==> config.mk <==
export PLATFORM = sky130hd
export DESIGN_NAME = programmable_address_decoder
export DESIGN_NICKNAME = d
export VERILOG_FILES = /design/src/rtl/programmable_address_decoder_pkg.sv /design/src/rtl/programmable_address_decoder_region_match.sv /design/src/rtl/programmable_address_decoder.sv
export SDC_FILE = /design/constraint.sdc
export NUM_CORES = 2
export LEC_CHECK = 0
export CORE_UTILIZATION = 55
export DETAILED_ROUTE_END_ITERATION = 10
export GPL_TIMING_DRIVEN = 0
export PLACE_DENSITY = 0.72
export SETUP_SLACK_MARGIN = 0.3
export SYNTH_ARGS = -nofsm -noshare
export SYNTH_HDL_FRONTEND = slang
export SYNTH_SLANG_ARGS = --single-unit
==> constraint.sdc <==
create_clock -name Clk -period 53.9 [get_ports Clk]
set_clock_uncertainty 0.05 [all_clocks]
set_input_delay 5.39 -clock Clk [delete_from_list [all_inputs] [get_ports Clk]]
set_output_delay 5.39 -clock Clk [all_outputs]
set_load 0.05 [all_outputs]
==> src/rtl/programmable_address_decoder_pkg.sv <==
// Shared region-table types, reset contents, table offsets and FSM encoding
// for the programmable bus address decoder.
package addr_dec_pkg;

  localparam int WS_MAX      = 16;
  localparam int DEF_ENTRIES = 4;

  localparam logic [3:0] OFS_BASE = 4'h0;
  localparam logic [3:0] OFS_MASK = 4'h4;
  localparam logic [3:0] OFS_CTRL = 4'h8;

  // ws is sized for the widest supported count; only WS_WIDTH bits are ever written.
  typedef struct packed {
    logic [31:0]       base;
    logic [31:0]       mask;
    logic              en;
    logic [WS_MAX-1:0] ws;
  } region_t;

  typedef enum logic [2:0] {
    ST_IDLE,
    ST_DECODE,
    ST_WAIT,
    ST_ACK,
    ST_BERR
  } state_t;

  localparam region_t DEFAULT_TABLE [DEF_ENTRIES] = '{
    '{base: 32'h0000_0000, mask: 32'hFFFF_8000, en: 1'b1, ws: 16'd0},
    '{base: 32'h0040_0000, mask: 32'hFFFF_0000, en: 1'b1, ws: 16'd1},
    '{base: 32'h0800_0000, mask: 32'hFC00_0000, en: 1'b1, ws: 16'd2},
    '{base: 32'hF000_0000, mask: 32'hFFFC_0000, en: 1'b1, ws: 16'd0}
  };

  function automatic region_t default_entry(input int idx);
    region_t r;
    case (idx)
      0:       r = DEFAULT_TABLE[0];
      1:       r = DEFAULT_TABLE[1];
      2:       r = DEFAULT_TABLE[2];
      3:       r = DEFAULT_TABLE[3];
      default: r = '0;
    endcase
    return r;
  endfunction

endpackage

==> src/rtl/programmable_address_decoder_region_match.sv <==
// Combinational priority match of an address against the region table;
// lowest enabled matching index wins.
module region_match
  import addr_dec_pkg::*;
#(
  parameter int NUM_REGIONS = 8,
  parameter int IDX_W       = 3
) (
  input  region_t           i_table [NUM_REGIONS],
  input  logic [31:0]       i_addr,
  output logic              o_hit,
  output logic [IDX_W-1:0]  o_idx,
  output logic [WS_MAX-1:0] o_ws
);

  always_comb begin
    o_hit = 1'b0;
    o_idx = '0;
    o_ws  = '0;
    // Scan high to low so the lowest matching index is the last one written.
    for (int i = NUM_REGIONS - 1; i >= 0; i--) begin
      if (i_table[i].en &&
          ((i_addr & i_table[i].mask) == (i_table[i].base & i_table[i].mask))) begin
        o_hit = 1'b1;
        o_idx = IDX_W'(i);
        o_ws  = i_table[i].ws;
      end
    end
  end

endmodule

==> src/rtl/programmable_address_decoder.sv <==
// Table-driven 68k bus decoder: registered selects, Dtack_L ws+2 edges after AS_L,
// bus error after a timeout; the CPU holds AS_L low until acknowledged.
module programmable_address_decoder
  import addr_dec_pkg::*;
#(
  parameter int          NUM_REGIONS    = 8,
  parameter int          WS_WIDTH       = 4,
  parameter int          TIMEOUT_CYCLES = 64,
  parameter logic [31:0] CFG_BASE       = 32'hFF02_0000
) (
  input  logic                   Clk,
  input  logic                   Reset_H,
  input  logic [31:0]            Address,
  input  logic                   AS_L,
  input  logic                   RW,
  input  logic [31:0]            DataIn,
  output logic [NUM_REGIONS-1:0] Select_H,
  output logic                   CfgSelect_H,
  output logic [31:0]            CfgDataOut,
  output logic                   Dtack_L,
  output logic                   BusError_L
);

  localparam int IDX_W = (NUM_REGIONS > 1) ? $clog2(NUM_REGIONS) : 1;
  localparam int TO_W  = $clog2(TIMEOUT_CYCLES);
  localparam int CNT_W = (WS_WIDTH > TO_W) ? WS_WIDTH : TO_W;

  localparam logic [CNT_W-1:0] CNT_TIMEOUT = CNT_W'(TIMEOUT_CYCLES - 1);
  localparam logic [CNT_W-1:0] CNT_ONE     = CNT_W'(1);

  region_t                r_table [NUM_REGIONS];
  state_t                 r_state, w_state_nxt;
  logic [31:0]            r_addr, r_wdat;
  logic                   r_rw;
  logic [CNT_W-1:0]       r_cnt, w_cnt_nxt;
  logic [NUM_REGIONS-1:0] r_sel, w_sel_nxt;
  logic                   r_cfgsel, w_cfgsel_nxt;
  logic [31:0]            r_cfgdat, w_cfgdat_nxt;
  logic                   r_dtack_l, w_dtack_nxt;
  logic                   r_berr_l, w_berr_nxt;
  logic                   w_latch, w_cfg_wr, w_release;
  logic                   w_cfg_hit;
  logic [3:0]             w_cfg_fld;
  logic [31:0]            w_cfg_rdat;
  logic                   w_hit;
  logic [IDX_W-1:0]       w_idx;
  logic [WS_MAX-1:0]      w_ws;

  region_match #(
    .NUM_REGIONS (NUM_REGIONS),
    .IDX_W       (IDX_W)
  ) u_match (
    .i_table (r_table),
    .i_addr  (r_addr),
    .o_hit   (w_hit),
    .o_idx   (w_idx),
    .o_ws    (w_ws)
  );

  assign w_cfg_hit = (r_addr[31:8] == CFG_BASE[31:8]);
  assign w_cfg_fld = {r_addr[3:2], 2'b00};

  always_comb begin
    w_cfg_rdat = '0;
    for (int i = 0; i < NUM_REGIONS; i++) begin
      if (r_addr[7:4] == 4'(i)) begin
        case (w_cfg_fld)
          OFS_BASE: w_cfg_rdat = r_table[i].base;
          OFS_MASK: w_cfg_rdat = r_table[i].mask;
          OFS_CTRL: w_cfg_rdat = {r_table[i].en, {(31 - WS_MAX){1'b0}}, r_table[i].ws};
          default:  w_cfg_rdat = '0;
        endcase
      end
    end
  end

  // The table only changes on the DECODE edge, after this cycle's region lookup.
  always_ff @(posedge Clk or posedge Reset_H) begin
    if (Reset_H) begin
      for (int i = 0; i < NUM_REGIONS; i++) begin
        r_table[i] <= default_entry(i);
      end
    end else if (w_cfg_wr) begin
      for (int i = 0; i < NUM_REGIONS; i++) begin
        if (r_addr[7:4] == 4'(i)) begin
          case (w_cfg_fld)
            OFS_BASE: r_table[i].base <= r_wdat;
            OFS_MASK: r_table[i].mask <= r_wdat;
            OFS_CTRL: begin
              r_table[i].en <= r_wdat[31];
              r_table[i].ws <= WS_MAX'(r_wdat[WS_WIDTH-1:0]);
            end
            default: ;
          endcase
        end
      end
    end
  end

  always_ff @(posedge Clk or posedge Reset_H) begin
    if (Reset_H) begin
      r_state   <= ST_IDLE;
      r_cnt     <= '0;
      r_sel     <= '0;
      r_cfgsel  <= 1'b0;
      r_cfgdat  <= '0;
      r_dtack_l <= 1'b1;
      r_berr_l  <= 1'b1;
      r_addr    <= '0;
      r_rw      <= 1'b1;
      r_wdat    <= '0;
    end else begin
      r_state   <= w_state_nxt;
      r_cnt     <= w_cnt_nxt;
      r_sel     <= w_sel_nxt;
      r_cfgsel  <= w_cfgsel_nxt;
      r_cfgdat  <= w_cfgdat_nxt;
      r_dtack_l <= w_dtack_nxt;
      r_berr_l  <= w_berr_nxt;
      if (w_latch) begin
        r_addr <= Address;
        r_rw   <= RW;
        r_wdat <= DataIn;
      end
    end
  end

  always_comb begin
    w_state_nxt  = r_state;
    w_cnt_nxt    = r_cnt;
    w_sel_nxt    = r_sel;
    w_cfgsel_nxt = r_cfgsel;
    w_cfgdat_nxt = r_cfgdat;
    w_dtack_nxt  = r_dtack_l;
    w_berr_nxt   = r_berr_l;
    w_latch      = 1'b0;
    w_cfg_wr     = 1'b0;
    w_release    = 1'b0;

    case (r_state)
      ST_IDLE: begin
        if (!AS_L) begin
          w_latch     = 1'b1;
          w_state_nxt = ST_DECODE;
        end
      end
      ST_DECODE: begin
        if (AS_L) begin
          w_release = 1'b1;
        end else if (w_cfg_hit) begin
          w_cfgsel_nxt = 1'b1;
          if (r_rw) begin
            w_cfgdat_nxt = w_cfg_rdat;
          end else begin
            w_cfg_wr = 1'b1;
          end
          w_state_nxt = ST_ACK;
        end else if (w_hit) begin
          w_sel_nxt   = NUM_REGIONS'(1) << w_idx;
          w_cnt_nxt   = CNT_W'(w_ws);
          w_state_nxt = (w_ws != '0) ? ST_WAIT : ST_ACK;
        end else begin
          w_cnt_nxt   = CNT_TIMEOUT;
          w_state_nxt = ST_BERR;
        end
      end
      ST_WAIT: begin
        if (AS_L) begin
          w_release = 1'b1;
        end else if (r_cnt == CNT_ONE) begin
          w_state_nxt = ST_ACK;
        end else begin
          w_cnt_nxt = r_cnt - CNT_ONE;
        end
      end
      ST_ACK: begin
        if (AS_L) begin
          w_release = 1'b1;
        end else begin
          w_dtack_nxt = 1'b0;
        end
      end
      ST_BERR: begin
        if (AS_L) begin
          w_release = 1'b1;
        end else if (r_cnt == '0) begin
          w_berr_nxt = 1'b0;
        end else begin
          w_cnt_nxt = r_cnt - CNT_ONE;
        end
      end
      default: w_release = 1'b1;
    endcase

    if (w_release) begin
      w_state_nxt  = ST_IDLE;
      w_cnt_nxt    = '0;
      w_sel_nxt    = '0;
      w_cfgsel_nxt = 1'b0;
      w_cfgdat_nxt = '0;
      w_dtack_nxt  = 1'b1;
      w_berr_nxt   = 1'b1;
    end
  end

  assign Select_H    = r_sel;
  assign CfgSelect_H = r_cfgsel;
  assign CfgDataOut  = r_cfgdat;
  assign Dtack_L     = r_dtack_l;
  assign BusError_L  = r_berr_l;

endmodule

==> results.cfg <==
[detailed_routing]
drc_violation_count_after_routing = 0
top_signal_layer_used = met5
wl_per_cell_um = 38.6
met1_length_mm = 60.4
routed_wirelength_mm = 158
met2WireLength_mm = 63.5
avgViaCountPerCell = 7.11
ant_nets = 0
detailedRoute.firstPassIterationCount = 9
detailroute.wirelength.met3_mm = 22.2
iteration_0_drc_markers = 4255
via_count = 29000

[power]
vdd_ir_drop_max_v = 0.0000346
post-layout-total-power_mw = 1.38
static_leakage_nw = 18.8
power-per-cell-area_mw_per_mm2 = 34.2

[min_path]
worst_hold_path.endpoint = BusError_L
worstHoldPathType = reg2reg
worst_hold_path.num_cells = 2
worst_hold_startpoint = BusError_L

[yosys]
fraction_of_registers_with_async_set_reset_pct = 100
synth.ff_latch_count = 669
post_synth_top_area_cell = sky130_fd_sc_hd__dfrtp_1
synth_top_cell_area_share_pct = 42.3
synth.avg_cell_area_um2 = 11.9
synth.top_cells.by_area = sky130_fd_sc_hd__dfrtp_1 (42%), sky130_fd_sc_hd__mux2_2 (20%), sky130_fd_sc_hd__xor2_1 (6.3%)
synth.yosys.seq_area_share_pct = 47.3
synth.lib_cells_used.distinct = 71
synthesis.area_mm2 = 0.0355
synth_warnings = 0
mappedNetlistNets = 3054
synthesis.instances = 2984
synth-edff-count = 0
yosys_most_used_dff = sky130_fd_sc_hd__dfrtp_1

[cts]
postCtsResizedCells = 0
cts_buffers = 75
clock_sink_count = 669
max-clock-path-buffers = 3
cts.clk_slew.worst_paths_ns = 0.07
cts_setup_buffers = 0
cts-root-buf = sky130_fd_sc_hd__clkbuf_16
cts_tree = yes
clock_insertion_delay_worst_skew_ns = 0.65
cts_hold_buffers = 0
htree_num_levels = 3

[setup_path]
r2r_slack_ns = 48.17
worstSetupStartpointType = primary input
crit_arrival_ns = 8.58
worst-path-max-fanout = 10
worst_r2r_startpoint = r_addr[5]
crit_type = in2reg
critPathRequiredTime_ns = 54.37
rr_endpoint = r_cnt[3]
endpoint_kind = flop
crit_path_max_incr_delay_ns = 0.50
cp_cell_sequence = clkdlybuf4s50_1, nor2_1, nand3_1, or3_4, nor3_4, nand2_1, buf_2, mux2_2
cp_slowest_cell = sky130_fd_sc_hd__nor3_4
reg2regPathDepth = 10

[finish]
final_nets = 3248
layout-drive-gt1-share_pct = 28.6
area_delta_synth_final_pct = 13.6
fillerInstances = 4899
postLayoutCellArea_mm2 = 0.0404

[placed_design]
number_of_buffers_inserted_by_port_buffering = 110
detailed_place_hpwl_mm = 123
place_worst_setup_slack_ns = 45.32
place.gp.congestion = 1.07
placed_cell_area_mm2 = 0.0379

[job]
max_cap_violations = 1

[floorplanning]
design.die.area_mm2 = 0.0657
start_util_pct = 56.0
io_pins = 111
die_y_um = 256
chipWidth_um = 256
rows = 92
design.core.area_mm2 = 0.0634

[timing]
slew-limit-headroom_pct = -5.20
whs_ns = 0.438
time_the_final_worst_path_needs_with_i_o_delays_and_setup_ns = 8.12
worst_slack_ns = 45.78
timing_max_transition_violations_final = 11
worst-slew-pin-transition_ns = 1.58
clock.fmax_mhz = 123
rsz0062_at_grt = no
timing.setup.tns_ns = 0
timing.final.setup_violations = 0
final-hold-violation-count = 0
fin_crit_sh_pct = 15.1

[global_routing]
grt_max_degree = 137
number_of_global_route_vias_before_repair = 28100
grt.total_usage_pct = 47.6
grt_first_pass_wirelength_mm = 217
grt_overflow_total = 0
number_of_antenna_violations_at_the_first_check_in_global_routing = 7

[status]
outcome = finished with violations
violations = max-capacitance violations, max-slew violations
## flip-flops by register name, summed over array words and instances (netlist names)
name	count
CfgSelect_H	1
BusError_L	1
Dtack_L	1
CfgDataOut	32
r_cnt	6
r_wdat	32
r_state	3
r_addr	32
Select_H	8
r_rw	1
r_table	552
## where the power goes
group          internal (mW)  switching (mW)
Clock                  0.304           0.225
Sequential             0.516          0.0241
Combinational         0.0781           0.232
Total                  0.898           0.481
## placed cells by master (no fill, tap or decap), types with 14 or more instances in the layout
cell type                         count
sky130_fd_sc_hd__buf_1               26
sky130_fd_sc_hd__o22a_1              22
sky130_fd_sc_hd__o21ai_0             69
sky130_fd_sc_hd__mux2i_1            210
sky130_fd_sc_hd__mux2_2             633
sky130_fd_sc_hd__nand2_1            116
sky130_fd_sc_hd__nor3_1              21
sky130_fd_sc_hd__o22ai_1             38
sky130_fd_sc_hd__clkbuf_1           141
sky130_fd_sc_hd__dfstp_2             68
sky130_fd_sc_hd__o221ai_1            23
sky130_fd_sc_hd__clkdlybuf4s50_1    110
sky130_fd_sc_hd__dfrtp_1            601
sky130_fd_sc_hd__a222oi_1            19
sky130_fd_sc_hd__buf_2               70
sky130_fd_sc_hd__a21oi_1             55
sky130_fd_sc_hd__nand3_1             58
sky130_fd_sc_hd__nand4_1             67
sky130_fd_sc_hd__xor2_1             256
sky130_fd_sc_hd__clkinv_2            14
sky130_fd_sc_hd__a22oi_1            193
sky130_fd_sc_hd__clkbuf_8            14
sky130_fd_sc_hd__clkbuf_16           75
sky130_fd_sc_hd__nor2_1              96
sky130_fd_sc_hd__nor4_1              33
## worst max path at each step
stage | from | to | slack, ns | cells past startpoint
finish | AS_L | r_table[647] | 45.78 | 8
global placement | Reset_H | r_table[291] | 22.86 | 2
floorplan | Reset_H | CfgDataOut[0] | 29.82 | 1
detailed placement | AS_L | r_table[638] | 45.32 | 8
global route | AS_L | r_table[647] | 45.82 | 8
CTS | AS_L | r_table[647] | 45.97 | 8
## synth_stat cells (26+ instances only)
cell and instances:
sky130_fd_sc_hd__buf_2 70, sky130_fd_sc_hd__nand2_1 116, sky130_fd_sc_hd__dfstp_2 68, sky130_fd_sc_hd__nand3_1 58
sky130_fd_sc_hd__xor2_1 256, sky130_fd_sc_hd__clkbuf_1 120, sky130_fd_sc_hd__dfrtp_1 601, sky130_fd_sc_hd__buf_1 26
sky130_fd_sc_hd__nand4_1 67, sky130_fd_sc_hd__o21ai_0 69, sky130_fd_sc_hd__nor4_1 34, sky130_fd_sc_hd__a22oi_1 193
sky130_fd_sc_hd__mux2i_1 210, sky130_fd_sc_hd__nor2_1 96, sky130_fd_sc_hd__o22ai_1 38, sky130_fd_sc_hd__mux2_2 633
sky130_fd_sc_hd__a21oi_1 55
## cells by family (layout without fill, tap and decap cells)
logic type,after synthesis,in the layout,synth area share (%)
xor+xnor,257,257,6.33
compound gates,491,491,9.83
buf+inv,234,488,2.76
fa+ha+maj,2,2,0.0704
mux,867,867,27.1
other cells,0,3,0
simple gates,464,464,6.57
flops,669,669,47.3
## area by class of cell
type                    instances  area [µm²]  share of cell area, %
multi-input cells            2081       17800                   44.0
flip-flops and latches        669       16800                   41.7
clock inverters                27         354                  0.877
clock buffers                 110        2150                   5.32
well taps                     846        1060                   2.62
inverters                      14        60.1                  0.149
repair buffers                117        1250                   3.10
plain buffers                 220         928                   2.30
diodes                          3        7.51                 0.0186
## layer usage
metal,up-vias,global-route usage [%]
met5,-,0
met4,6,27.9
met3,524,19.0
met1,14900,63.3
li1,11500,-
met2,2134,65.4
## metrics by stage
stage               cells  utilization [%]
detailed placement   3946             59.7
global placement     3940             59.5
finish               4087             63.7
CTS                  4083             63.6
floorplan            2984                -
global route         4084             63.7
## worst max-delay path, delay by kind of cell
kind,cells,cell delay [ns]
buffers and inverters,2,0.87
and+or+nand+nor,5,1.98
muxes,1,0.33
(Power assumes the default switching activity.)
